File: src/rtl/cnt_pkg.sv
// Shared types and helpers for the shared-counter scheduler.
// Holds the FSM encoding and the index-to-one-hot helper.
package cnt_pkg;

  localparam int CW_DEF = 26;
  localparam int MAXREQ = 8;

  typedef enum logic [1:0] {
    IDLE = 2'd0,
    RUN  = 2'd1,
    DONE = 2'd2
  } state_t;

  function automatic logic [MAXREQ-1:0] onehot(
    input logic [2:0] idx
  );
    logic [MAXREQ-1:0] v;
    v      = '0;
    v[idx] = 1'b1;
    return v;
  endfunction

endpackage

File: src/rtl/rr_pick.sv
// Round-robin priority picker: first set request at or above ptr,
// wrapping past the top index.
module rr_pick #(
  parameter int NREQ = 4,
  parameter int IW   = 2
) (
  input  logic [NREQ-1:0] req_i,
  input  logic [IW-1:0]   ptr_i,
  output logic            valid_o,
  output logic [IW-1:0]   win_o
);

  logic [IW-1:0] idx;

  // Scan from the farthest offset down so the nearest hit wins.
  always_comb begin
    valid_o = 1'b0;
    win_o   = '0;
    idx     = '0;
    for (int k = NREQ - 1; k >= 0; k--) begin
      idx = IW'((int'(ptr_i) + k) % NREQ);
      if (req_i[idx]) begin
        valid_o = 1'b1;
        win_o   = idx;
      end
    end
  end

endmodule

File: src/rtl/counter_sched.sv
// Shares one up-counter among NREQ requesters, timing one
// interval at a time and pulsing done to the owner.
module counter_sched
  import cnt_pkg::*;
#(
  parameter int NREQ = 4,
  parameter int CW   = CW_DEF,
  parameter int IW   = 2
) (
  input  logic               CLK,
  input  logic               RST,
  input  logic [NREQ-1:0]    req,
  input  logic [NREQ*CW-1:0] dur,
  output logic [NREQ-1:0]    grant,
  output logic [NREQ-1:0]    done,
  output logic               busy,
  output logic [CW-1:0]      count,
  output logic [IW-1:0]      owner
);

  state_t            state_q, state_d;
  logic [CW-1:0]     target_q, target_d;
  logic [CW-1:0]     count_q, count_d;
  logic [NREQ-1:0]   grant_q, grant_d;
  logic [NREQ-1:0]   done_q, done_d;
  logic              busy_q, busy_d;
  logic [IW-1:0]     owner_q, owner_d;
  logic [IW-1:0]     ptr_q, ptr_d;

  logic              pick_v;
  logic [IW-1:0]     pick_w;
  logic [CW-1:0]     dsel;
  logic [MAXREQ-1:0] oh_win;
  logic [MAXREQ-1:0] oh_own;

  rr_pick #(
    .NREQ (NREQ),
    .IW   (IW)
  ) u_pick (
    .req_i   (req),
    .ptr_i   (ptr_q),
    .valid_o (pick_v),
    .win_o   (pick_w)
  );

  assign dsel   = dur[int'(pick_w)*CW +: CW];
  assign oh_win = onehot(3'(pick_w));
  assign oh_own = onehot(3'(owner_q));

  always_comb begin
    state_d  = state_q;
    target_d = target_q;
    count_d  = count_q;
    grant_d  = grant_q;
    done_d   = '0;
    owner_d  = owner_q;
    ptr_d    = ptr_q;
    unique case (state_q)
      IDLE: begin
        if (pick_v) begin
          target_d = (dsel == '0) ? CW'(1) : dsel;
          count_d  = '0;
          grant_d  = oh_win[NREQ-1:0];
          owner_d  = pick_w;
          ptr_d    = (int'(pick_w) == NREQ - 1) ? '0
                                                : pick_w + 1'b1;
          state_d  = RUN;
        end
      end
      RUN: begin
        // A dropped request aborts even on the final cycle.
        if (!req[owner_q]) begin
          grant_d = '0;
          state_d = IDLE;
        end else if (count_q == target_q - 1'b1) begin
          grant_d = '0;
          done_d  = oh_own[NREQ-1:0];
          state_d = DONE;
        end else begin
          count_d = count_q + 1'b1;
        end
      end
      DONE: state_d = IDLE;
      default: state_d = IDLE;
    endcase
    busy_d = (state_d != IDLE);
  end

  always_ff @(posedge CLK or posedge RST) begin
    if (RST) begin
      state_q  <= IDLE;
      target_q <= '0;
      count_q  <= '0;
      grant_q  <= '0;
      done_q   <= '0;
      busy_q   <= 1'b0;
      owner_q  <= '0;
      ptr_q    <= '0;
    end else begin
      state_q  <= state_d;
      target_q <= target_d;
      count_q  <= count_d;
      grant_q  <= grant_d;
      done_q   <= done_d;
      busy_q   <= busy_d;
      owner_q  <= owner_d;
      ptr_q    <= ptr_d;
    end
  end

  assign grant = grant_q;
  assign done  = done_q;
  assign busy  = busy_q;
  assign count = count_q;
  assign owner = owner_q;

endmodule

File: config.mk
export PLATFORM = sky130hd
export DESIGN_NAME = counter_sched
export DESIGN_NICKNAME = d
export VERILOG_FILES = /design/src/rtl/cnt_pkg.sv /design/src/rtl/rr_pick.sv /design/src/rtl/counter_sched.sv
export SDC_FILE = /design/constraint.sdc
export NUM_CORES = 1
export LEC_CHECK = 0
export ABC_CLOCK_PERIOD_IN_PS = 6800
export BUFFER_PORTS_ARGS = -buffer_cell sky130_fd_sc_hd__buf_2
export CAP_MARGIN = 20
export CORE_MARGIN = 5
export CORE_UTILIZATION = 45
export DETAILED_ROUTE_END_ITERATION = 8
export PLACE_DENSITY_LB_ADDON = 0.25
export SYNTH_ARGS = -nofsm -noshare
export SYNTH_HDL_FRONTEND = slang
export SYNTH_HIERARCHICAL = 1
export SYNTH_SLANG_ARGS = --single-unit
File: constraint.sdc
create_clock -name CLK -period 6.8 [get_ports CLK]
set_input_delay 0.68 -clock CLK [delete_from_list [all_inputs] [get_ports CLK]]
set_output_delay 0.68 -clock CLK [all_outputs]
set_load 0.02 [all_outputs]
Word level (Yosys, flattened, before mapping)
Cells that the tools add are included.
- bits in registers: 67
- bits in latches: 0
- bits in writable memories: 0
- bits in read-only memories: 0
- bits of input ports: 110
- output and inout port bits: 37
- word-level logic and storage cells: 80
- memories kept: 0
- $add $sub $neg: 6
- multiply operators: 1
- div/mod/pow operators: 0
- $lt $le $gt $ge: 9
- eq/ne operators: 7
- shift operators: 1
- multiplexer cells: 39
- bitwise logic cells: 0
- reductions and logical operators: 9
- operators with widths (operator ; number):
    $mux W26 ; 4
    $shiftx A104 B8 Y26 ; 1
    $pmux W26 S2 ; 1
    $add A26 B1 Y26 const B ; 1
    $eq A26 B26 Y1 ; 1
    $logic_not A26 Y1 ; 1
    $sub A26 B1 Y26 const B ; 1
    $mux W4 ; 6
    $mux W2 ; 8
    $lt A2 B3 Y1 const B ; 5
    $mux W1 ; 11
    $bmux W1 S2 ; 5
    $lt A2 B4 Y1 const B ; 2
    $pmux W4 S2 ; 1
    $mul A2 B4 Y6 const B ; 1
    $ne A2 B2 Y1 const B ; 3
    $add A2 B1 Y2 const B ; 2
    $add A2 B2 Y2 const B ; 2
    $demux W1 S2 ; 2
    $eq A2 B1 Y1 const B ; 2
    $ge A2 B1 Y1 const B ; 2
    $pmux W2 S2 ; 1
    $reduce_and A4 Y1 ; 1
    $reduce_bool A2 Y1 ; 2
    5 further kinds ; 6

Longest topological paths before layout
- word-level depth: 13
- mapped depth: 12
- mapped depth without buffers: 11

Cells and area by module
Netlist, hierarchy kept.
- modules (own cells, without submodules) (module ; times used ; cells an instance ; area an instance (sq um)):
    counter_sched ; 1 ; 529 ; 4769.6
    rr_pick ; 1 ; 13 ; 77.6

Least setup slack after synthesis
No wires, ideal clock.
- path type: input to register
- start point: in req[3]
- end point: reg target_q[0]
- setup time: 0.083 ns
- arrival: 3.254 ns
- data required time: 6.717 ns
- slack: 3.463 ns
- stages on the path: 10
- cells stage by stage: mux2i_1 a211oi_2 clkbuf_1 buf_1 mux4_2 nor4_1 nand3_1 nor2_1 o21ai_0 o21ai_0
- longest elaborated chain between the ends: 10
- elaborated cells between the ends (all ways): 21
- classes of those cells: mul (1); shift (1); mux (17); reduce/logical (2)
- ends and longest elaborated chain (item ; line ; text):
    from (decl) ; counter_sched.sv:12 ; input logic [NREQ-1:0] req,
    $bmux W1 S2 ; rr_pick.sv:22 ; if (req_i[idx]) begin
    $mux W1 (implied by the code) ; rr_pick.sv:22 ;
    $mux W2 (3 in series) ; rr_pick.sv:22 ;
    $mux W2 (*) ; rr_pick.sv:22 ;
    named net pick_w[0] ; counter_sched.sv:31 ; logic [IW-1:0] pick_w;
    $mul A2 B4 Y6 (*) ; counter_sched.sv:46 ; assign dsel = dur[int'(pick_w)*CW +: CW];
    $shiftx A104 B8 Y26 (*) ; counter_sched.sv:46 ;
    $logic_not A26 Y1 ; counter_sched.sv:61 ; target_d = (dsel == '0) ? CW'(1) : dsel;
    $mux W26 (*) ; counter_sched.sv:61 ;
    to (signal assigned) ; counter_sched.sv:101 ; target_q <= target_d;
    to (decl) ; counter_sched.sv:22 ; logic [CW-1:0] target_q, target_d;
The timed path passes the listed nets; every way through them passes the cells marked *. The select of a mux whose other input is x is not followed.
A chain may end at the register's enable or synchronous reset.

Worst setup path in the final report
- start point: reg target_q[0]
- end point: reg count_q[13] (netlist: count[13])
- longest elaborated chain between the ends: 4
- ends and longest elaborated chain (item ; line ; text):
    $sub A26 B1 Y26 ; counter_sched.sv:75 ; end else if (count_q == target_q - 1'b1) begin
    $eq A26 B26 Y1 ; counter_sched.sv:75 ;
    $ne A2 B2 Y1 (no line) ; n/a ;
    $reduce_and A4 Y1 (no line) ; n/a ;
    to (signal assigned) ; counter_sched.sv:102 ; count_q <= count_d;
    to (decl) ; counter_sched.sv:23 ; logic [CW-1:0] count_q, count_d;
Every way passes these cells.

==> impl_metrics.toml <==
[routing]
avgViaCountPerCell = 5.690
ant_nets = 0
firstDrtPassIters = 5
dr_total_vias = 4637
wl_per_cell_um = 17.78
wirelength_um = 14490
drt_iter0_markers = 326
drcViolationCount = 0

[critical_path]
cp-end-kind = "flip-flop"
crit_slowest_cell = "nor3_4"
rrSetupSlack_ns = 3.07
worstSetupStartpointType = "flip-flop"
crit_family = "simple AND/OR/NAND/NOR gates"
crit_arrival_ns = 3.93
crit_cells = 12
r2r_cells = 12
crit_required_ns = 7.00
critPathMaxStageDelay_ns = 0.53
r2r-start = "target_q[0]$_DFFE_PP0P_"
path_class = "reg -> reg"
cp_cell_sequence = "inv_1 > ha_1 > nor4b_4 > nand4_2 > nor4_2 > mux2i_1 > or4_1 > or3_4 > nor3_4 > buf_16 > or3_1 > a21oi_1"
r2r-end = "count[13]$_DFFE_PP0P_"
critical_path.max_fanout = 29
crit_buf_inv = 2

[power]
intPower_uw = 1120
power_frac_clock_pct = 16.2
powerDensity_nw_per_um2 = 347.4
power_frac_comb_pct = 49.6
pwr-share-seq_pct = 34.1
leakage_uw = 0.002645
peakVddDrop_mv = 0.1359
power_switching_uw = 918.0
sw_frac_of_total_pct = 45.05

[finish]
fillers = 999
layout.nets = 790
syn_to_final_growth_pct = 21.01
antenna_cells = 0
drive_gt1_share_pct = 31.66

[sta]
layout_min_cycle_time_ns = 3.733
rsz0062_at_grt = "false"
hold_viol = 0
finalSetupViolCount = 0
tightestPinTransition_ns = 0.8415
min_period_over_period_pct = 54.89
slew_viol_final = 0
tns_ns = 0
worst_slack_ns = 3.067
skew_ns = 0.009537
fmax_mhz = 267.9
relSlewSlack_pct = 43.90

[clocking]
hold_buffers = 0
cts_buffers = 9
clockRootBuffer = "clkbuf_8"
cts-resized-gates = 0
clk_path_buf_depth = 2
htreeDepth = 3
cts_tree = "done"
clk_pin_slew_ns = 0.07
clock_sinks = 67
postCtsSetupBuffers = 0
clkLatencyLatePin_ns = 0.35

[place]
place_ws_ns = 3.079
dp_hpwl_um = 11630
port_buffers = 146
gp_congestion = 0.8777

[yosys]
yosys-top-cells-area = "dfrtp_1 (35%), mux4_2 (13%), nand2_1 (8.0%), xnor2_1 (4.3%), a21oi_1 (3.3%)"
syn_nets = 658
yosysMostFrequentCell = "nand2_1"
synth_simple_gate_area_share_pct = 29.14
synth_top_area_share_pct = 34.59
synthesis.area_um2 = 4847
ys.flop_type = "dfrtp_1"
yosys.area_share.xor_xnor_pct = 5.601
ys.warnings.count = 6
synth_compound_gate_area_share_pct = 10.69
syn_inst = 542
avgSynthCellArea_um2 = 8.943
yosys-top-cells-count = "nand2_1 (103), dfrtp_1 (67), a21oi_1 (32), mux4_2 (27)"
synthDistinctLibCells = 60
synth_edf_count = 0
synthAdderAreaFrac_pct = 1.755
synth_largest_area_cell = "dfrtp_1"
synth.area.mux_share_pct = 13.60
synth_top_family_by_area = "simple AND/OR/NAND/NOR gates"
async_flop_share_pct = 100.0
ys_seq_elements = 67
ys_seq_area_share_pct = 34.59

[floorplan]
core_area_um2 = 10420
die-height_um = 113.8
initial_core_util_pct = 46.53
die_area_um2 = 12950
ios = 147
rows = 37
die_width_um = 113.8

[global_route]
antenna_found_initial = 0
grt_start_max_net_pins = 68
use_met1_pct = 30.66
grt_use_met3_pct = 4.721
grt-busiest-layer = "met2"
grt_pass1_wl_um = 24160
grt_overflow = 0
grtUsageTotal_pct = 23.63
grt_pass1_vias = 4746
grt_util_met2_pct = 39.10

[flow_run]
cap_viol_max_count = 0

[outcome]
status = "complete, no violations"

[hold_path]
hold_end = "grant[0]$_DFFE_PP0P_"
hold_start = "grant[0]$_DFFE_PP0P_"
hp-class = "reg -> reg"
hold_depth = 2
[sequential cells by signal (all words and copies together) (netlist names)]
name,flops
count,26
target_q,26
done,4
grant,4
owner,2
ptr_q,2
state_q,2
busy,1
[worst register-to-register path, cell delays in order, from the launching register on]
cell and delay, ns:
dfrtp_1 0.44, inv_1 0.12, ha_1 0.20, nor4b_4 0.42, nand4_2 0.23, nor4_2 0.22
mux2i_1 0.14, or4_1 0.51, or3_4 0.36, nor3_4 0.53, buf_16 0.24, or3_1 0.13
a21oi_1 0.06
[metrics by stage]
stage	power, uW	cell area, um^2	hold WS [ns]	util, %	std cells
floorplan	1448	4847	0.4666	-	542
global placement	1696	5644	0.5084	54.19	798
detailed placement	1717	5672	0.5143	54.45	799
CTS	2054	5866	0.5302	56.31	815
global route	2219	5866	0.5675	56.31	815
finish	2038	5866	0.5190	56.31	815
[how the worst max path moves through the flow]
stage	start	endpoint
2_1_floorplan	req[3]	target_q[0]$_DFFE_PP0P_
3_3_place_gp	target_q[0]$_DFFE_PP0P_	count[5]$_DFFE_PP0P_
3_5_place_dp	target_q[0]$_DFFE_PP0P_	count[5]$_DFFE_PP0P_
4_1_cts	target_q[0]$_DFFE_PP0P_	count[12]$_DFFE_PP0P_
5_1_grt	target_q[0]$_DFFE_PP0P_	count[14]$_DFFE_PP0P_
6_report	target_q[0]$_DFFE_PP0P_	count[13]$_DFFE_PP0P_
[final cells by class]
class,instances,area [um^2],share of cell area [%]
Timing Repair Buffer,152,795.8,13.57
Inverter,19,71.32,1.216
Clock buffer,11,141.4,2.410
Sequential cell,67,1677,28.58
Tap cell,136,170.2,2.901
Clock inverter,5,52.55,0.8959
Multi-Input combinational cell,425,2958,50.43
[routing by layer]
| metal | routed length (um) | vias up | part of all wire (%) |
|---|---|---|---|
| li1 | - | 2236 | - |
| met1 | 6150 | 2201 | 42 |
| met2 | 6994 | 178 | 48 |
| met3 | 916 | 22 | 6.3 |
| met4 | 429 | 0 | 3.0 |
| met5 | 0 | - | 0 |
[cells in the final DEF (no fill, tap or decap), types with 4 or more instances in the layout]
| master | n |
|---|---|
| buf_2 | 146 |
| nand2_1 | 103 |
| dfrtp_1 | 67 |
| a21oi_1 | 32 |
| mux4_2 | 27 |
| xnor2_1 | 24 |
| or3_1 | 24 |
| nor2_1 | 23 |
| o21ai_1 | 21 |
| nand3_1 | 19 |
| inv_1 | 17 |
| o21ai_0 | 16 |
| nand4_1 | 16 |
| nor4_1 | 13 |
| nor3_1 | 11 |
| and3_1 | 11 |
| clkbuf_8 | 10 |
| nand2b_1 | 8 |
| xor2_1 | 7 |
| ha_1 | 6 |
| buf_4 | 5 |
| or4_1 | 4 |
| nor3b_1 | 4 |
| a31oi_1 | 4 |
| or2_2 | 4 |
| mux2i_1 | 4 |
[power groups by stage]
| stage | Combinational (uW) | Clock (uW) | Sequential [uW] |
|---|---|---|---|
| after CTS | 1020 | 340 | 694 |
| after floorplan | 795 | 0 | 653 |
| after global routing | 1140 | 359 | 720 |
| final | 1010 | 331 | 696 |
| after global placement | 999 | 0 | 697 |
| after detailed placement | 1010 | 0 | 703 |
[cells by family (layout without fill, tap and decap cells)]
kind of cell               count (synthesis)  in the layout
and+or+nand+nor                          264            264
muxes                                     32             32
buffers and inverters                     50            187
AOI/OAI and AO/OA                         91             91
DFF                                       67             67
adders and majority gates                  7              7
xor gates and xnor gates                  31             31
(Power assumes the default switching activity.)
